### src/rtl/dir_button_if.sv
// Button/direction bundle between the push-button front end and its consumer.
// The master drives the raw buttons; the slave (the encoder) returns the accepted code.
interface dir_button_if;
   logic [3:0] btn_in;
   logic [1:0] dir_out;
   logic       dir_valid;
   logic       btn_held;

   modport master (output btn_in, input dir_out, input dir_valid, input btn_held);
   modport slave  (input btn_in, output dir_out, output dir_valid, output btn_held);
endinterface

### src/rtl/dir_button_encoder.sv
// Synchronises, debounces and edge-detects four push-buttons and encodes one accepted
// press into a 2-bit direction code; all outputs are registered and change on posedge CLK.
module dir_button_encoder #(
   parameter int DB_CYCLES = 50000,
   parameter int CNT_W     = 16
) (
   input  logic         CLK,
   input  logic         RST_N,
   dir_button_if.slave  bus
);

   localparam logic [0:0]       ST_IDLE  = 1'b0;
   localparam logic [0:0]       ST_HELD  = 1'b1;
   localparam logic [CNT_W-1:0] CNT_LAST = CNT_W'(DB_CYCLES - 1);

   logic [3:0]       sync1_r;
   logic [3:0]       sync2_r;
   logic [3:0]       db_r;
   logic [3:0]       db_d_r;
   logic [3:0]       rise_r;
   logic [CNT_W-1:0] cnt_r [4];
   logic [0:0]       state_r;
   logic [1:0]       dir_r;
   logic             valid_r;

   // Lowest index wins: up > down > left > right.
   function automatic logic [1:0] pick_code(input logic [3:0] r);
      logic [1:0] code;
      if (r[0]) begin
         code = 2'b00;
      end else if (r[1]) begin
         code = 2'b01;
      end else if (r[2]) begin
         code = 2'b10;
      end else begin
         code = 2'b11;
      end
      return code;
   endfunction

   // Two-flop synchroniser per button.
   always_ff @(posedge CLK or negedge RST_N) begin
      if (!RST_N) begin
         sync1_r <= 4'b0000;
         sync2_r <= 4'b0000;
      end else begin
         sync1_r <= bus.btn_in;
         sync2_r <= sync1_r;
      end
   end

   // Per-button debounce: a level is accepted after DB_CYCLES consecutive differing samples.
   always_ff @(posedge CLK or negedge RST_N) begin
      if (!RST_N) begin
         db_r <= 4'b0000;
         for (int i = 0; i < 4; i++) begin
            cnt_r[i] <= '0;
         end
      end else begin
         for (int i = 0; i < 4; i++) begin
            if (sync2_r[i] == db_r[i]) begin
               cnt_r[i] <= '0;
            end else if (cnt_r[i] == CNT_LAST) begin
               db_r[i]  <= sync2_r[i];
               cnt_r[i] <= '0;
            end else begin
               cnt_r[i] <= cnt_r[i] + {{(CNT_W-1){1'b0}}, 1'b1};
            end
         end
      end
   end

   // Rising-edge detect, registered so the press lands exactly DB_CYCLES+3 edges after sampling.
   always_ff @(posedge CLK or negedge RST_N) begin
      if (!RST_N) begin
         db_d_r <= 4'b0000;
         rise_r <= 4'b0000;
      end else begin
         db_d_r <= db_r;
         rise_r <= db_r & ~db_d_r;
      end
   end

   // Press FSM: accept one press in IDLE, then wait in HELD until every button is released.
   always_ff @(posedge CLK or negedge RST_N) begin
      if (!RST_N) begin
         state_r <= ST_IDLE;
         dir_r   <= 2'b00;
         valid_r <= 1'b0;
      end else begin
         case (state_r)
            ST_IDLE: begin
               if (rise_r != 4'b0000) begin
                  state_r <= ST_HELD;
                  dir_r   <= pick_code(rise_r);
                  valid_r <= 1'b1;
               end else begin
                  valid_r <= 1'b0;
               end
            end
            ST_HELD: begin
               valid_r <= 1'b0;
               if (db_r == 4'b0000) begin
                  state_r <= ST_IDLE;
               end else begin
                  state_r <= ST_HELD;
               end
            end
            default: begin
               state_r <= ST_IDLE;
               valid_r <= 1'b0;
            end
         endcase
      end
   end

   assign bus.dir_out   = dir_r;
   assign bus.dir_valid = valid_r;
   assign bus.btn_held  = (state_r == ST_HELD);

endmodule
### src/flat_wrapper.sv
// flat-port wrapper written by rule: the top's interface ports become plain ports
module dir_button_encoder_flat 
#(
   parameter int DB_CYCLES = 50000,
   parameter int CNT_W     = 16
)
  (CLK, RST_N, bus_btn_in, bus_dir_out, bus_dir_valid, bus_btn_held);
  dir_button_if bus_i ();
  input  logic CLK;
  input  logic RST_N;
  input wire logic [$bits(bus_i.btn_in)-1:0] bus_btn_in;
  output wire logic [$bits(bus_i.dir_out)-1:0] bus_dir_out;
  output wire logic [$bits(bus_i.dir_valid)-1:0] bus_dir_valid;
  output wire logic [$bits(bus_i.btn_held)-1:0] bus_btn_held;
  assign bus_i.btn_in = bus_btn_in;
  assign bus_dir_out = bus_i.dir_out;
  assign bus_dir_valid = bus_i.dir_valid;
  assign bus_btn_held = bus_i.btn_held;
  dir_button_encoder #(.DB_CYCLES(DB_CYCLES), .CNT_W(CNT_W)) u_core (.CLK(CLK), .RST_N(RST_N), .bus(bus_i));
endmodule
### config.mk
export PLATFORM = sky130hd
export DESIGN_NAME = dir_button_encoder_flat
export DESIGN_NICKNAME = d
export VERILOG_FILES = /design/src/rtl/dir_button_if.sv /design/src/rtl/dir_button_encoder.sv /design/src/flat_wrapper.sv
export SDC_FILE = /design/constraint.sdc
export NUM_CORES = 1
export LEC_CHECK = 0
export ABC_CLOCK_PERIOD_IN_PS = 5200
export BUFFER_PORTS_ARGS = -buffer_cell sky130_fd_sc_hd__buf_2
export CORE_ASPECT_RATIO = 0.9
export CORE_MARGIN = 2
export CORE_UTILIZATION = 40
export CTS_CLUSTER_SIZE = 40
export DETAILED_ROUTE_END_ITERATION = 8
export GPL_TIMING_DRIVEN = 1
export PLACE_DENSITY = 0.52
export SYNTH_ARGS = -nofsm -noshare
export SYNTH_HDL_FRONTEND = slang
export SYNTH_SLANG_ARGS = --single-unit
### constraint.sdc
create_clock -name CLK -period 5.2 [get_ports CLK]
set_input_delay 0.26 -clock CLK [delete_from_list [all_inputs] [get_ports CLK]]
set_output_delay 0.26 -clock CLK [all_outputs]
set_load 0.02 [all_outputs]
==> flow_metrics.env, run 1 <==
export IMPL_synth_warnings=0
export IMPL_hold_violations=0
export IMPL_antenna_cells=0
export IMPL_setup_tns_ps=0
export IMPL_r2r_end="u_core.cnt_r[38]"
export IMPL_max_cap_violations=0
export IMPL_gp_congestion=0.784
export IMPL_avgRoutedWirePerCell_um=13.2
export IMPL_holdPathStages=0
export IMPL_core_mm2=0.00957
export IMPL_critPathMaxStageDelay_ps=560
export IMPL_finish_instance_area_mm2=0.00431
export IMPL_rsz0062_at_grt="false"
export IMPL_initial_utilization=0.405
export IMPL_fmax_mhz=536
export IMPL_grt_antenna_before_repair=0
export IMPL_synth_edf_count=0
export IMPL_synth_compound_area_frac=0.0116
export IMPL_cp_data_arrival_time_ps=2100
export IMPL_r2r_start="u_core.cnt_r[32]"
export IMPL_path_max_fanout=15
export IMPL_multi_input_area_mm2=0.00160
export IMPL_synth_flop_cell="dfrtp_1"
export IMPL_drive_gt1_frac=0.0959
export IMPL_yosys_area_top_type="dfrtp_1"
export IMPL_synthSimpleGateAreaFrac=0.243
export IMPL_cts_buffers=9
export IMPL_row_count=34
export IMPL_synth_seq_cells=88
export IMPL_fillers=892
export IMPL_post_dp_hpwl_mm=4.38
export IMPL_ys_seq_area_frac=0.567
export IMPL_nets=391
export IMPL_route_detailed_drc=0
export IMPL_r2r_slack_ps=3330
export IMPL_drv_slew=0
export IMPL_ant_nets=0
export IMPL_netlist_area_mm2=0.00388
export IMPL_syn_inst=359
export IMPL_io_buffers=9
export IMPL_finClkSkew_ps=8.93
export IMPL_setup_slack_ps=3330
export IMPL_ys_types=34
export IMPL_dieHeight_um=97.5
export IMPL_synth_top_area_frac=0.567
export IMPL_cp_end_kind="flip-flop"
export IMPL_drt_iter0_drc=109
export IMPL_clk_latency_ps=360
export IMPL_placed_area_mm2=0.00407
export IMPL_io_pins=10
export IMPL_syn_num_nets=369
export IMPL_power_density_mw_per_mm2=282
export IMPL_post_route_period_util=0.359
export IMPL_status="finished, final reports clean"
export IMPL_grt_start_max_net_pins=50
export IMPL_hp_start="u_core.sync1_r[0]"
export IMPL_grt_pass1_vias=2439
export IMPL_cts_resized=0
export IMPL_p_leak_nw=1.78
export IMPL_synth_top_family_by_area="simple AND/OR/NAND/NOR gates"
export IMPL_cp_start_kind="flip-flop"
export IMPL_dr_pass1_iters=4
export IMPL_drt_total_wl_mm=6.75
export IMPL_yosys_top_cells_area="dfrtp_1 57%, xnor2_1 11%, nor2_1 6.8%"
export IMPL_synthAdderAreaFrac=0.0129
export IMPL_r2r_cells=5
export IMPL_clock_path_buffers=2
export IMPL_vdd_drop_max_mv=0.183
export IMPL_synth_async_sr_flop_share=1.00
export IMPL_register_area_mm2=0.00220
export IMPL_grt_pass1_wl_mm=11.8
export IMPL_layout_min_cycle_time_ps=1870
export IMPL_clkSlewWorstSetupHoldPaths_ps=80
export IMPL_die_area_mm2=0.0105
export IMPL_cp_slowest_cell="or4_4"
export IMPL_yosys_mux_area_fraction=0.0145
export IMPL_syn2layout_area_growth_pct=11.1
export IMPL_track_usage=0.144
export IMPL_p_total_mw=1.21
export IMPL_avgSynthCellArea_um2=10.8
export IMPL_overflow=0
export IMPL_placedCellCount=491
export IMPL_cts_tree="done"
export IMPL_tightest_slew_ps=599
export IMPL_cts_sink_count=88
export IMPL_path_cells="ha_1, nand4_1, or4_4, nand2_2, nor2_1"
export IMPL_die_x_um=108
export IMPL_maxSlewHeadroom=0.601
export IMPL_viasPerCell=4.89
export IMPL_critPathKind="flip-flop to flip-flop"
export IMPL_final_cells=512
export IMPL_num_vias=2502
export IMPL_worstPathRequired_ps=5440
export IMPL_setup_viol_count_final=0
export IMPL_cts_htree_levels=3
export IMPL_min_path_type="flip-flop to flip-flop"
export IMPL_whs_endpoint="u_core.sync2_r[0]"
export IMPL_dp_slack_ps=3320
export IMPL_synth_xor_area_frac=0.131
export IMPL_root_buffer="clkbuf_8"
-- cell type report --
cell class                      instances  share of cell area
Sequential cell                        88               0.511
Clock buffer                            9              0.0287
Multi-Input combinational cell        254               0.372
Clock inverter                          7              0.0163
Inverter                               13              0.0113
Tap cell                              126              0.0366
Timing Repair Buffer                   15              0.0244
-- flip-flops by register name, summed over array words and instances (netlist names) --
register	cells
u_core.db_r	4
u_core.cnt_r	64
u_core.db_d_r	4
u_core.bus.dir_valid	1
u_core.sync1_r	4
u_core.bus.dir_out	2
u_core.rise_r	4
u_core.bus.btn_held	1
u_core.sync2_r	4
-- critical path, delay by kind of cell (launching register included) --
kind	cells	cell delay, ps
simple gates	4	1140
fa+ha+maj	1	220
flops	1	390
-- worst max-delay path by stage --
stage                     start                to  slack, ps  depth (start not counted)
6_report       u_core.cnt_r[32]  u_core.cnt_r[38]       3330                          5
2_1_floorplan  u_core.cnt_r[32]    u_core.db_r[1]       3500                          4
5_1_grt         u_core.cnt_r[0]   u_core.cnt_r[4]       3160                          5
4_1_cts        u_core.cnt_r[32]  u_core.cnt_r[35]       3300                          5
3_5_place_dp   u_core.cnt_r[32]  u_core.cnt_r[39]       3320                          5
3_3_place_gp   u_core.cnt_r[32]  u_core.cnt_r[38]       3310                          5
-- per-stage QoR --
| stage | hold WS [ps] | util |
|---|---|---|
| finish | 352 | 0.450 |
| global placement | 281 | 0.425 |
| global route | 365 | 0.450 |
| floorplan | -35.6 | - |
| detailed placement | 286 | 0.425 |
| CTS | 363 | 0.450 |
-- cell families (layout without fill, tap and decap cells) --
| logic type | Yosys count | count (layout) |
|---|---|---|
| XOR/XNOR | 58 | 58 |
| multiplexers | 5 | 5 |
| AND/OR/NAND/NOR | 180 | 180 |
| AO/OA/AOI/OAI | 7 | 7 |
| flip-flops | 88 | 88 |
| adder cells (fa/ha/maj) | 4 | 4 |
| buffers and inverters | 17 | 44 |
-- cell usage after synthesis, drive strengths merged (2+ instances only) --
library cell  number
nor3              15
nor4b              3
and3               6
nand2             17
xor2              10
nor2              70
nor4              16
inv               13
nand3             21
a21oi              3
or4                2
nand4             15
xnor2             48
dfrtp             88
nor2b              4
nand4bb            2
mux2               5
ha                 4
buf                4
nor4bb             5
-- layer usage --
metal,wire length (um),track usage,up-vias
met5,0,0,-
met4,97,0.0533,0
met3,222,0.0369,6
met2,2950,0.202,22
met1,3480,0.214,1199
li1,-,-,1275
-- placed cells by master, fill, tap and decap left out, types with 5 or more instances in the layout --
cell            n
xor2_1         10
nor4bb_1        5
dlygate4sd3_1   5
inv_1          13
and3_1          6
nand2_1        16
clkbuf_8        9
nor3_1         15
buf_2           8
xnor2_1        48
dfrtp_1        88
nand4_1        13
nor2_1         70
nor4_1         16
nand3_1        20
-- report_power, final --
group	total (mW)	internal, mW	switching (mW)
clock	0.472	0.223	0.249
sequential	0.703	0.694	0.00907
combinational	0.0387	0.0123	0.0264
total	1.21	0.930	0.285
-- timing repair --
| item | in CTS | in global routing |
|---|---|---|
| buffers inserted | 0 | 0 |
| hold endpoints to repair | 43 | 0 |
| hold buffers | 5 | 0 |
Power figures use the tool's default switching activity.
==> run 2: changes to the inputs <==
Settings changed: ABC_AREA set to 1, ABC_CLOCK_PERIOD_IN_PS 5200 to 1550, PLACE_DENSITY 0.52 to 0.54.
Clock period 5.2 ns to 1.55 ns, I/O delays scaled along.
==> run 2 against run 1 <==
- synthesized cell count is 48% higher
- global-route usage is 1.3 points higher
- worst hold slack worse by 110 ps
- setup slack worse by 3200 ps
- first-iteration DRC count is 120% higher
- clock skew is 2.9 ps lower
- maximum frequency is 30% higher
- critical endpoint is now u_core.cnt_r[24]
- largest power group unchanged
- highest routed layer unchanged
==> flow_metrics.env, run 2 <==
export IMPL_path_max_fanout=8
export IMPL_yosys_top_cells_area="dfrtp_1 51%, nor2_1 12%, nand2_1 8.5%"
export IMPL_cp_start_kind="flip-flop"
export IMPL_syn2layout_area_growth_pct=13.7
export IMPL_use_met2=0.238
export IMPL_die_area_mm2=0.0118
export IMPL_cp_data_arrival_time_ps=1670
export IMPL_power_density_mw_per_mm2=921
export IMPL_rsz0062_at_grt="false"
export IMPL_register_area_mm2=0.00220
export IMPL_max_cap_violations=0
export IMPL_route_detailed_drc=0
export IMPL_drv_slew=0
export IMPL_syn_inst=531
export IMPL_finish_instance_area_mm2=0.00496
export IMPL_dr_pass1_iters=4
export IMPL_r2r_slack_ps=110
export IMPL_io_buffers=9
export IMPL_nets=570
export IMPL_vdd_drop_max_mv=0.568
export IMPL_die_x_um=114
export IMPL_multi_input_area_mm2=0.00193
export IMPL_placed_area_mm2=0.00463
export IMPL_cts_buffers=9
export IMPL_ys_seq_area_frac=0.505
export IMPL_status="finished, final reports clean"
export IMPL_grt_pass1_vias=3130
export IMPL_finClkSkew_ps=6.05
export IMPL_cts_tree="done"
export IMPL_r2r_cells=6
export IMPL_drt_total_wl_mm=8.36
export IMPL_io_pins=10
export IMPL_final_cell_mix="135 x nor2_1, 99 x nand2_1, 88 x dfrtp_1"
export IMPL_synth_async_sr_flop_share=1.00
export IMPL_layout_min_cycle_time_ps=1440
export IMPL_ys_types=27
export IMPL_avgSynthCellArea_um2=8.21
export IMPL_grt_use_met3=0.0370
export IMPL_yosysMostFrequentCell="nor2_1"
export IMPL_cts_htree_levels=3
export IMPL_setup_viol_count_final=0
export IMPL_cts_sink_count=88
export IMPL_r2r_start="u_core.cnt_r[16]"
export IMPL_clock_path_buffers=2
export IMPL_final_common_cell="nor2_1"
export IMPL_gp_congestion=0.867
export IMPL_antenna_cells=0
export IMPL_post_dp_hpwl_mm=6.05
export IMPL_drive_gt1_frac=0.110
export IMPL_synth_edf_count=0
export IMPL_largest_reg_flops=64
export IMPL_synth_warnings=0
export IMPL_overflow=0
export IMPL_ant_nets=0
export IMPL_clk_latency_ps=340
export IMPL_fillers=1040
export IMPL_cp_startpoint="u_core.cnt_r[16]"
export IMPL_synth_seq_cells=88
export IMPL_r2r_end="u_core.cnt_r[24]"
export IMPL_syn_num_nets=541
export IMPL_largest_register="u_core.cnt_r"
export IMPL_grt_pass1_wl_mm=14.6
export IMPL_synth_top_area_frac=0.505
export IMPL_maxSlewHeadroom=0.664
export IMPL_num_vias=3307
export IMPL_viasPerCell=4.74
export IMPL_drt_iter0_drc=239
export IMPL_fmax_mhz=695
export IMPL_min_path_type="input pin to asynchronous set/reset pin"
export IMPL_grt_busiest_layer="met2"
export IMPL_worstPathRequired_ps=1780
export IMPL_synthTopCellsByCount="135 x nor2_1, 99 x nand2_1, 88 x dfrtp_1, 59 x inv_1, 38 x nand3_1"
export IMPL_hold_violations=0
export IMPL_grt_start_max_net_pins=38
export IMPL_post_route_period_util=0.928
export IMPL_p_leak_nw=2.35
export IMPL_track_usage=0.157
export IMPL_netlist_area_mm2=0.00436
export IMPL_initial_utilization=0.407
export IMPL_gr_usage_met1=0.224
export IMPL_root_buffer="clkbuf_16"
export IMPL_tightest_slew_ps=504
export IMPL_cp_end_kind="flip-flop"
export IMPL_avgRoutedWirePerCell_um=12.0
export IMPL_row_count=36
export IMPL_core_mm2=0.0107
export IMPL_grt_antenna_before_repair=0
export IMPL_synth_flop_cell="dfrtp_1"
export IMPL_clkSlewWorstSetupHoldPaths_ps=70
export IMPL_setup_tns_ps=0
export IMPL_cts_setup_buffers=0
export IMPL_dieHeight_um=103
export IMPL_yosys_area_top_type="dfrtp_1"
export IMPL_critPathKind="flip-flop to flip-flop"
run 2: cell types whose count changed after synthesis, sizes merged, moves of 9 or more:
cell   delta
xnor2    -38
nand2    +92
nand3    +23
nor2     +71
a21oi     +9
inv      +48
xor2     +12
nor4     -15
run 2: timing repair:
item | 4_1_cts | 5_1_grt
resized for setup | 0 | 1
hold endpoints to repair | 37 | 0
hold buffers | 5 | 0
setup endpoints to repair | 0 | 7
run 2: layout make-up:
| class | count | area share |
|---|---|---|
| flip-flops and latches | 88 | 0.444 |
| multi-input cells | 382 | 0.390 |
| clock buffers | 10 | 0.0462 |
| inverters | 61 | 0.0462 |
| well taps | 133 | 0.0336 |
| repair buffers | 18 | 0.0308 |
| clock inverters | 6 | 0.00909 |
run 2: stage by stage:
stage	hold WS (ps)	worst slack [ps]	std cells	util	power (mW)
finish	246	111	698	0.462	4.57
global route	291	5.34	698	0.462	4.76
CTS	268	98.6	698	0.462	4.64
detailed placement	91.6	127	677	0.432	2.58
global placement	90.3	163	677	0.432	2.57
floorplan	-218	289	531	-	2.48
run 2: cells by family after synthesis:
kind of cell,Yosys count,synth area share
compound gates,30,0.0393
xor+xnor,32,0.0695
fa+ha+maj,4,0.0115
buf+inv,61,0.0525
flops,88,0.505
simple gates,316,0.322
run 2: critical path, stage by stage (launching register included):
cell,delay [ps]
dfrtp_1,400
ha_1,220
nand3_2,130
nor3_1,160
nand2_1,150
nand2_2,180
nor2_1,80
run 2: worst max-delay path by stage:
stage                       endpoint  depth (start not counted)
finish              u_core.cnt_r[24]                          6
global route        u_core.cnt_r[24]                          6
CTS                 u_core.cnt_r[24]                          6
detailed placement  u_core.cnt_r[30]                          6
global placement    u_core.cnt_r[40]                          6
floorplan           u_core.cnt_r[40]                          6
run 2: power by group:
| group | switching (mW) | internal (mW) | leakage (nW) |
|---|---|---|---|
| logic | 0.108 | 0.0627 | 1.03 |
| registers | 0.0343 | 2.33 | 1.20 |
| clock network | 0.936 | 1.09 | 0.125 |
run 2: routing by layer:
metal	part of all wire	vias to the layer above
met5	0	-
met4	0.014	0
met3	0.033	13
met2	0.43	38
met1	0.52	1536
li1	-	1720
